[config.mk]
export PLATFORM = sky130hd
export DESIGN_NAME = noc_pe_burst_gen_flat
export DESIGN_NICKNAME = d
export VERILOG_FILES = /design/src/rtl/noc_pkg.sv /design/src/rtl/noc_pe_burst_gen_if.sv /design/src/rtl/noc_pe_rx_monitor.sv /design/src/rtl/noc_pe_burst_gen.sv /design/src/flat_wrapper.sv
export SDC_FILE = /design/constraint.sdc
export NUM_CORES = 1
export LEC_CHECK = 0
export ABC_AREA = 1
export ABC_CLOCK_PERIOD_IN_PS = 1900
export BUFFER_PORTS_ARGS = -buffer_cell sky130_fd_sc_hd__buf_2
export CAP_MARGIN = 10
export CORE_ASPECT_RATIO = 1.1
export CORE_MARGIN = 8
export CORE_UTILIZATION = 55
export DETAILED_ROUTE_END_ITERATION = 16
export PLACE_DENSITY = 0.8
export SLEW_MARGIN = 20
export SYNTH_ARGS = -nofsm -noshare
export SYNTH_HDL_FRONTEND = slang
export SYNTH_SLANG_ARGS = --single-unit
[constraint.sdc]
create_clock -name clock -period 1.9 [get_ports clock]
set_input_delay 0.19 -clock clock [delete_from_list [all_inputs] [get_ports clock]]
set_output_delay 0.19 -clock clock [all_outputs]
set_load 0.02 [all_outputs]
[src/rtl/noc_pkg.sv]
// Shared types and default sizing for the NoC processing element slice.
package noc_pkg;

    localparam int unsigned DEF_DATA_W    = 8;
    localparam int unsigned DEF_NUM_NODES = 4;
    localparam int unsigned DEF_LEN_W     = 8;

    typedef struct packed {
        logic                  last;
        logic [DEF_DATA_W-1:0] payload;
    } flit_t;

    typedef enum logic [1:0] {
        IDLE,
        REQ,
        SEND
    } pe_state_e;

endpackage

[src/rtl/noc_pe_burst_gen_if.sv]
// Handshake/bus bundle between user stimulus, master arbiter, router port and the PE.
interface noc_pe_burst_gen_if #(
    parameter int unsigned DATA_W    = noc_pkg::DEF_DATA_W,
    parameter int unsigned NUM_NODES = noc_pkg::DEF_NUM_NODES,
    parameter int unsigned LEN_W     = noc_pkg::DEF_LEN_W
);
    localparam int unsigned DEST_W = $clog2(NUM_NODES);

    logic              tb_request;
    logic [DEST_W-1:0] tb_dest;
    logic [LEN_W-1:0]  tb_len;
    logic              grant;
    logic              tx_ready;
    logic [DATA_W:0]   rx_flit;
    logic              rx_valid;

    logic              req;
    logic [DEST_W-1:0] dest;
    logic [DATA_W:0]   tx_flit;
    logic              tx_valid;
    logic              pe_ready;
    logic [LEN_W-1:0]  rx_count;
    logic              rx_done;
    logic              rx_err;

    modport slave (
        input  tb_request, tb_dest, tb_len, grant, tx_ready, rx_flit, rx_valid,
        output req, dest, tx_flit, tx_valid, pe_ready, rx_count, rx_done, rx_err
    );

    modport master (
        output tb_request, tb_dest, tb_len, grant, tx_ready, rx_flit, rx_valid,
        input  req, dest, tx_flit, tx_valid, pe_ready, rx_count, rx_done, rx_err
    );

endinterface

[src/rtl/noc_pe_rx_monitor.sv]
// Inbound flit counter with completion pulse; optional payload sequence checker
// enabled by NOC_PE_RX_SEQ_CHECK_EN.
module noc_pe_rx_monitor #(
    parameter int unsigned DATA_W = noc_pkg::DEF_DATA_W,
    parameter int unsigned LEN_W  = noc_pkg::DEF_LEN_W
) (
    input  logic             clock,
    input  logic             reset,
    input  logic [DATA_W:0]  rx_flit_i,
    input  logic             rx_valid_i,
    output logic [LEN_W-1:0] rx_count_o,
    output logic             rx_done_o,
    output logic             rx_err_o
);

    logic [LEN_W-1:0] rx_cnt_q, rx_cnt_d;
    logic [LEN_W-1:0] rx_count_q, rx_count_d;
    logic             rx_done_q, rx_done_d;
    logic [LEN_W-1:0] rx_cnt_inc;
    logic             rx_last;

    assign rx_last    = rx_flit_i[DATA_W];
    // Saturating position of the flit currently on the input (1-based).
    assign rx_cnt_inc = (rx_cnt_q == '1) ? rx_cnt_q : rx_cnt_q + LEN_W'(1);

    always_comb begin
        rx_cnt_d   = rx_cnt_q;
        rx_count_d = rx_count_q;
        rx_done_d  = 1'b0;
        if (rx_valid_i) begin
            if (rx_last) begin
                rx_count_d = rx_cnt_inc;
                rx_done_d  = 1'b1;
                rx_cnt_d   = '0;
            end else begin
                rx_cnt_d   = rx_cnt_inc;
            end
        end
    end

    always_ff @(posedge clock or posedge reset) begin
        if (reset) begin
            rx_cnt_q   <= '0;
            rx_count_q <= '0;
            rx_done_q  <= 1'b0;
        end else begin
            rx_cnt_q   <= rx_cnt_d;
            rx_count_q <= rx_count_d;
            rx_done_q  <= rx_done_d;
        end
    end

    assign rx_count_o = rx_count_q;
    assign rx_done_o  = rx_done_q;

`ifdef NOC_PE_RX_SEQ_CHECK_EN
    logic rx_err_q, rx_err_d;

    // Sticky: any payload out of position latches the error until reset.
    always_comb begin
        rx_err_d = rx_err_q;
        if (rx_valid_i && (rx_flit_i[DATA_W-1:0] != DATA_W'(rx_cnt_inc))) begin
            rx_err_d = 1'b1;
        end
    end

    always_ff @(posedge clock or posedge reset) begin
        if (reset) begin
            rx_err_q <= 1'b0;
        end else begin
            rx_err_q <= rx_err_d;
        end
    end

    assign rx_err_o = rx_err_q;
`else
    // Payload is only inspected by the sequence checker.
    logic unused_rx_payload;
    assign unused_rx_payload = ^rx_flit_i[DATA_W-1:0];
    assign rx_err_o          = 1'b0;
`endif

endmodule

[src/rtl/noc_pe_burst_gen.sv]
// NoC processing element: requests the master, then emits a counted flit burst
// under router backpressure; inbound stream handled by noc_pe_rx_monitor
// (sequence checking optional via NOC_PE_RX_SEQ_CHECK_EN).
module noc_pe_burst_gen
    import noc_pkg::*;
#(
    parameter int unsigned DATA_W    = DEF_DATA_W,
    parameter int unsigned NUM_NODES = DEF_NUM_NODES,
    parameter int unsigned LEN_W     = DEF_LEN_W
) (
    input  logic               clock,
    input  logic               reset,
    noc_pe_burst_gen_if.slave  bus
);

    localparam int unsigned DEST_W = $clog2(NUM_NODES);
    localparam int unsigned FLIT_W = DATA_W + 1;

    pe_state_e         state_q, state_d;
    logic              req_q, req_d;
    logic [DEST_W-1:0] dest_q, dest_d;
    logic [LEN_W-1:0]  len_q, len_d;
    logic [LEN_W-1:0]  cnt_q, cnt_d;
    logic [FLIT_W-1:0] tx_flit_q, tx_flit_d;
    logic              tx_valid_q, tx_valid_d;
    logic              pe_ready_q, pe_ready_d;
    logic [LEN_W-1:0]  cnt_nxt;

    assign cnt_nxt = cnt_q + LEN_W'(1);

    // Next-state and registered-output logic for the TX burst FSM.
    always_comb begin
        state_d    = state_q;
        req_d      = req_q;
        dest_d     = dest_q;
        len_d      = len_q;
        cnt_d      = cnt_q;
        tx_flit_d  = tx_flit_q;
        tx_valid_d = tx_valid_q;
        pe_ready_d = pe_ready_q;

        unique case (state_q)
            IDLE: begin
                if (bus.tb_request && (bus.tb_len != '0)) begin
                    state_d    = REQ;
                    req_d      = 1'b1;
                    pe_ready_d = 1'b0;
                    dest_d     = bus.tb_dest;
                    len_d      = bus.tb_len;
                end
            end
            REQ: begin
                if (bus.grant) begin
                    state_d    = SEND;
                    req_d      = 1'b0;
                    cnt_d      = LEN_W'(1);
                    tx_valid_d = 1'b1;
                    tx_flit_d  = {len_q == LEN_W'(1), DATA_W'(1)};
                end
            end
            SEND: begin
                if (bus.tx_ready) begin
                    if (cnt_q == len_q) begin
                        state_d    = IDLE;
                        tx_valid_d = 1'b0;
                        tx_flit_d  = '0;
                        pe_ready_d = 1'b1;
                    end else begin
                        cnt_d      = cnt_nxt;
                        tx_flit_d  = {cnt_nxt == len_q, DATA_W'(cnt_nxt)};
                    end
                end
            end
            default: begin
                state_d = IDLE;
            end
        endcase
    end

    always_ff @(posedge clock or posedge reset) begin
        if (reset) begin
            state_q    <= IDLE;
            req_q      <= 1'b0;
            dest_q     <= '0;
            len_q      <= '0;
            cnt_q      <= '0;
            tx_flit_q  <= '0;
            tx_valid_q <= 1'b0;
            pe_ready_q <= 1'b1;
        end else begin
            state_q    <= state_d;
            req_q      <= req_d;
            dest_q     <= dest_d;
            len_q      <= len_d;
            cnt_q      <= cnt_d;
            tx_flit_q  <= tx_flit_d;
            tx_valid_q <= tx_valid_d;
            pe_ready_q <= pe_ready_d;
        end
    end

    assign bus.req      = req_q;
    assign bus.dest     = dest_q;
    assign bus.tx_flit  = tx_flit_q;
    assign bus.tx_valid = tx_valid_q;
    assign bus.pe_ready = pe_ready_q;

    noc_pe_rx_monitor #(
        .DATA_W (DATA_W),
        .LEN_W  (LEN_W)
    ) u_rx_monitor (
        .clock      (clock),
        .reset      (reset),
        .rx_flit_i  (bus.rx_flit),
        .rx_valid_i (bus.rx_valid),
        .rx_count_o (bus.rx_count),
        .rx_done_o  (bus.rx_done),
        .rx_err_o   (bus.rx_err)
    );

endmodule

[src/flat_wrapper.sv]
// flat-port wrapper written by rule: the top's interface ports become plain ports
module noc_pe_burst_gen_flat import noc_pkg::*;
#(
    parameter int unsigned DATA_W    = DEF_DATA_W,
    parameter int unsigned NUM_NODES = DEF_NUM_NODES,
    parameter int unsigned LEN_W     = DEF_LEN_W
)
  (clock, reset, bus_tb_request, bus_tb_dest, bus_tb_len, bus_grant, bus_tx_ready, bus_rx_flit, bus_rx_valid, bus_req, bus_dest, bus_tx_flit, bus_tx_valid, bus_pe_ready, bus_rx_count, bus_rx_done, bus_rx_err);
  noc_pe_burst_gen_if #(.DATA_W(DATA_W), .NUM_NODES(NUM_NODES), .LEN_W(LEN_W)) bus_i ();
  input  logic clock;
  input  logic reset;
  input wire logic [$bits(bus_i.tb_request)-1:0] bus_tb_request;
  input wire logic [$bits(bus_i.tb_dest)-1:0] bus_tb_dest;
  input wire logic [$bits(bus_i.tb_len)-1:0] bus_tb_len;
  input wire logic [$bits(bus_i.grant)-1:0] bus_grant;
  input wire logic [$bits(bus_i.tx_ready)-1:0] bus_tx_ready;
  input wire logic [$bits(bus_i.rx_flit)-1:0] bus_rx_flit;
  input wire logic [$bits(bus_i.rx_valid)-1:0] bus_rx_valid;
  output wire logic [$bits(bus_i.req)-1:0] bus_req;
  output wire logic [$bits(bus_i.dest)-1:0] bus_dest;
  output wire logic [$bits(bus_i.tx_flit)-1:0] bus_tx_flit;
  output wire logic [$bits(bus_i.tx_valid)-1:0] bus_tx_valid;
  output wire logic [$bits(bus_i.pe_ready)-1:0] bus_pe_ready;
  output wire logic [$bits(bus_i.rx_count)-1:0] bus_rx_count;
  output wire logic [$bits(bus_i.rx_done)-1:0] bus_rx_done;
  output wire logic [$bits(bus_i.rx_err)-1:0] bus_rx_err;
  assign bus_i.tb_request = bus_tb_request;
  assign bus_i.tb_dest = bus_tb_dest;
  assign bus_i.tb_len = bus_tb_len;
  assign bus_i.grant = bus_grant;
  assign bus_i.tx_ready = bus_tx_ready;
  assign bus_i.rx_flit = bus_rx_flit;
  assign bus_i.rx_valid = bus_rx_valid;
  assign bus_req = bus_i.req;
  assign bus_dest = bus_i.dest;
  assign bus_tx_flit = bus_i.tx_flit;
  assign bus_tx_valid = bus_i.tx_valid;
  assign bus_pe_ready = bus_i.pe_ready;
  assign bus_rx_count = bus_i.rx_count;
  assign bus_rx_done = bus_i.rx_done;
  assign bus_rx_err = bus_i.rx_err;
  noc_pe_burst_gen #(.DATA_W(DATA_W), .NUM_NODES(NUM_NODES), .LEN_W(LEN_W)) u_core (.clock(clock), .reset(reset), .bus(bus_i));
endmodule
==> flow_summary.ini <==
[run_status]
status = finished clean

[synthesis]
ys_seq_elements = 49
synth_most_common_cell = nand2_1
synth_cells = 312
ys_warn_count = 0
ys_dominant_reg_cell = dfrtp_1
syn_area_per_cell_sq_um = 7.96
yosysTopAreaCell = dfrtp_1
synth_fp_nets = 339
synth.lib_cells_used.distinct = 35
synth_area_leaders = dfrtp_1 (48%), nand2_1 (16%), inv_1 (5.9%)
synthArstFlopShare = 1.00
synth_edf_count = 0
synthesis.area_sq_mm = 0.00248
ys_seq_area_frac = 0.494
netlist.area_leader.share = 0.483
synth_top_cells_by_count = nand2_1 (103), dfrtp_1 (48), inv_1 (39)

[route]
wl_per_cell_um = 13.1
firstDrtPassIters = 5
wl_um = 5420
drc = 0
vias = 2136
drt-initial-drc-count = 163
viasPerCell = 5.16
drtAntennaViolNets = 0

[timing]
min_period_over_period = 0.906
setup-violations-final = 0
fmax_mhz = 581
slew-limit-headroom = 0.634
fin_setup_tns_ns = 0
hold_violations = 0
finClkSkew_ns = 0.00942
maxSlewViolCount = 0
worst_slew_pin_slew_ns = 0.548
fin_crit_ns = 1.72
rsz0062_at_grt = false

[die]
die_height_um = 86.5
dieArea_sq_mm = 0.00693
core_sq_mm = 0.00432
die_width_um = 80.1
io_pins = 49
placementRows = 25
start_util = 0.576

[critical_path]
cp_num_cells = 9
slowest_delay_ns = 0.48
cp_top_family = simple AND/OR/NAND/NOR gates
critPathRequiredTime_ns = 2.14
critical_path.slowest_cell = dfrtp_1
crit_path_end_kind = flop
r2r_start = u_core.cnt_q[0]
r2r_slack_ns = 0.18
worst-endpoint-arrival_ns = 1.96
crit_end = u_core.bus.tx_flit[8]
path_cells = ha_1 > nand3_1 > nor2_1 > o21ai_0 > nand2_1 > nand2_1 > nor2_1 > nand3_1 > a21oi_1
crit_type = flop to flop
r2r-end = u_core.bus.tx_flit[8]
cp_num_buf_inv = 0
critPathLaunchType = flop
worstRegToRegCells = 9
path_max_fanout = 7
startpoint = u_core.cnt_q[0]

[power]
power_leakage_nw = 1.55
cellPowerDensity_mw_per_mm2 = 1370
ir_worst_vdd_v = 0.000767
p_total_w = 0.00398

[cells_and_area]
synthToLayoutAreaGrowth_pct = 16.9
drive_gt1_frac = 0.217
fill_cells = 379
antenna_cells = 0
nets = 386

[cts]
cts_root_buffer = clkbuf_8
cts.sinks = 49
clkTransAtPathRegs_ns = 0.09
clk_latency_ns = 0.31
h-tree-depth = 2
post_cts_buffers = 0
cts_buffer_depth = 2
cts_buffers = 5
cts_tree = built

[grt]
grt_pass1_vias = 2124
grt-ovfl-total = 0
grt_pass1_wl_um = 9340
antenna_found_initial = 0
grt_max_degree = 26
grt_usage = 0.168

[flow_run]
max_cap_violations = 0

[place]
gp_congestion = 0.848
dp_hpwl_um = 4020
port_buffers = 39

[min_path]
hold_path_class = input pin to flop
==> stage by stage <==
step                      std cells  worst slack (ns)  hold WS [ns]   util  area [sq um]
after global placement          405             0.238         0.268  0.642          2770
after floorplan                 312             0.444         0.276      -          2480
after detailed placement        405             0.216         0.277  0.642          2770
final                           414             0.179        0.0659  0.673          2900
after global routing            414            0.0190        0.0741  0.673          2900
after CTS                       414             0.142        0.0614  0.672          2900
==> per-layer routing <==
layer,wire length [um],GRT usage,vias to the layer above
met5,0,0,-
met4,103,0.0613,0
met3,296,0.0476,12
met2,2430,0.258,56
met1,2590,0.219,984
li1,-,-,1084
==> cells in the final DEF (no fill, tap or decap), drive strengths merged <==
master / n
a31oi: 2
o21ai: 36
o31ai: 1
or2: 1
bufinv: 1
dfstp: 1
nor2: 20
a21oi: 2
ha: 2
o211ai: 2
o21a: 1
inv: 43
dfrtp: 48
clkbuf: 6
nand4: 6
o22ai: 3
xnor2: 2
buf: 43
nand3b: 2
clkinvlp: 1
xor2: 4
nand3: 17
nand2: 110
nor4: 2
conb: 1
nor3: 2
dlygate4sd3: 1
==> final cells by class <==
cell class / instances / area [sq um] / area share
multi-input combinational: 216 / 1080 / 0.371
clock inverter: 2 / 37.5 / 0.0129
timing repair buffer: 44 / 248 / 0.0853
clock buffer: 6 / 82.6 / 0.0284
sequential: 49 / 1230 / 0.423
inverter: 43 / 164 / 0.0564
tap: 54 / 67.6 / 0.0233
==> where the power goes <==
part	switching [W]	leakage [nW]	internal, W
logic	0.00100	0.856	0.000565
registers	0.000286	0.634	0.00135
clock network	0.000354	0.0574	0.000428
total	0.00164	1.55	0.00234
==> cells by family after synthesis <==
group	after synthesis	synth area share
simple gates	160	0.283
flops	49	0.494
buf+inv	47	0.0735
other cells	1	0.00151
xor+xnor	6	0.0211
fa+ha+maj	2	0.0101
compound gates	47	0.116
==> state kept, by name (all words and copies together), names as in the netlist <==
register	cells
u_core.bus.dest	2
u_core.bus.pe_ready	1
u_core.bus.req	1
u_core.bus.tx_flit	9
u_core.bus.tx_valid	1
u_core.cnt_q	8
u_core.len_q	8
u_core.state_q	2
u_core.u_rx_monitor.rx_cnt_q	8
u_core.u_rx_monitor.rx_count_o	8
u_core.u_rx_monitor.rx_done_o	1
==> worst min path at each step <==
stage,startpoint,endpoint,slack (ns),depth (start not counted)
3_5_place_dp,reset,u_core.u_rx_monitor.rx_done_o,0.28,2
3_3_place_gp,reset,u_core.u_rx_monitor.rx_done_o,0.27,2
6_report,bus_grant,u_core.state_q[0],0.07,2
4_1_cts,bus_grant,u_core.state_q[0],0.06,2
2_1_floorplan,bus_grant,u_core.state_q[0],0.28,1
5_1_grt,bus_grant,u_core.state_q[0],0.07,2
==> timing repair <==
action                                 CTS  global route
gates resized for setup                  0             1
setup endpoints to repair                0             1
hold buffers                             1             0
endpoints found under the hold margin   23             0
No activity file was read; power rests on OpenSTA's default activity.
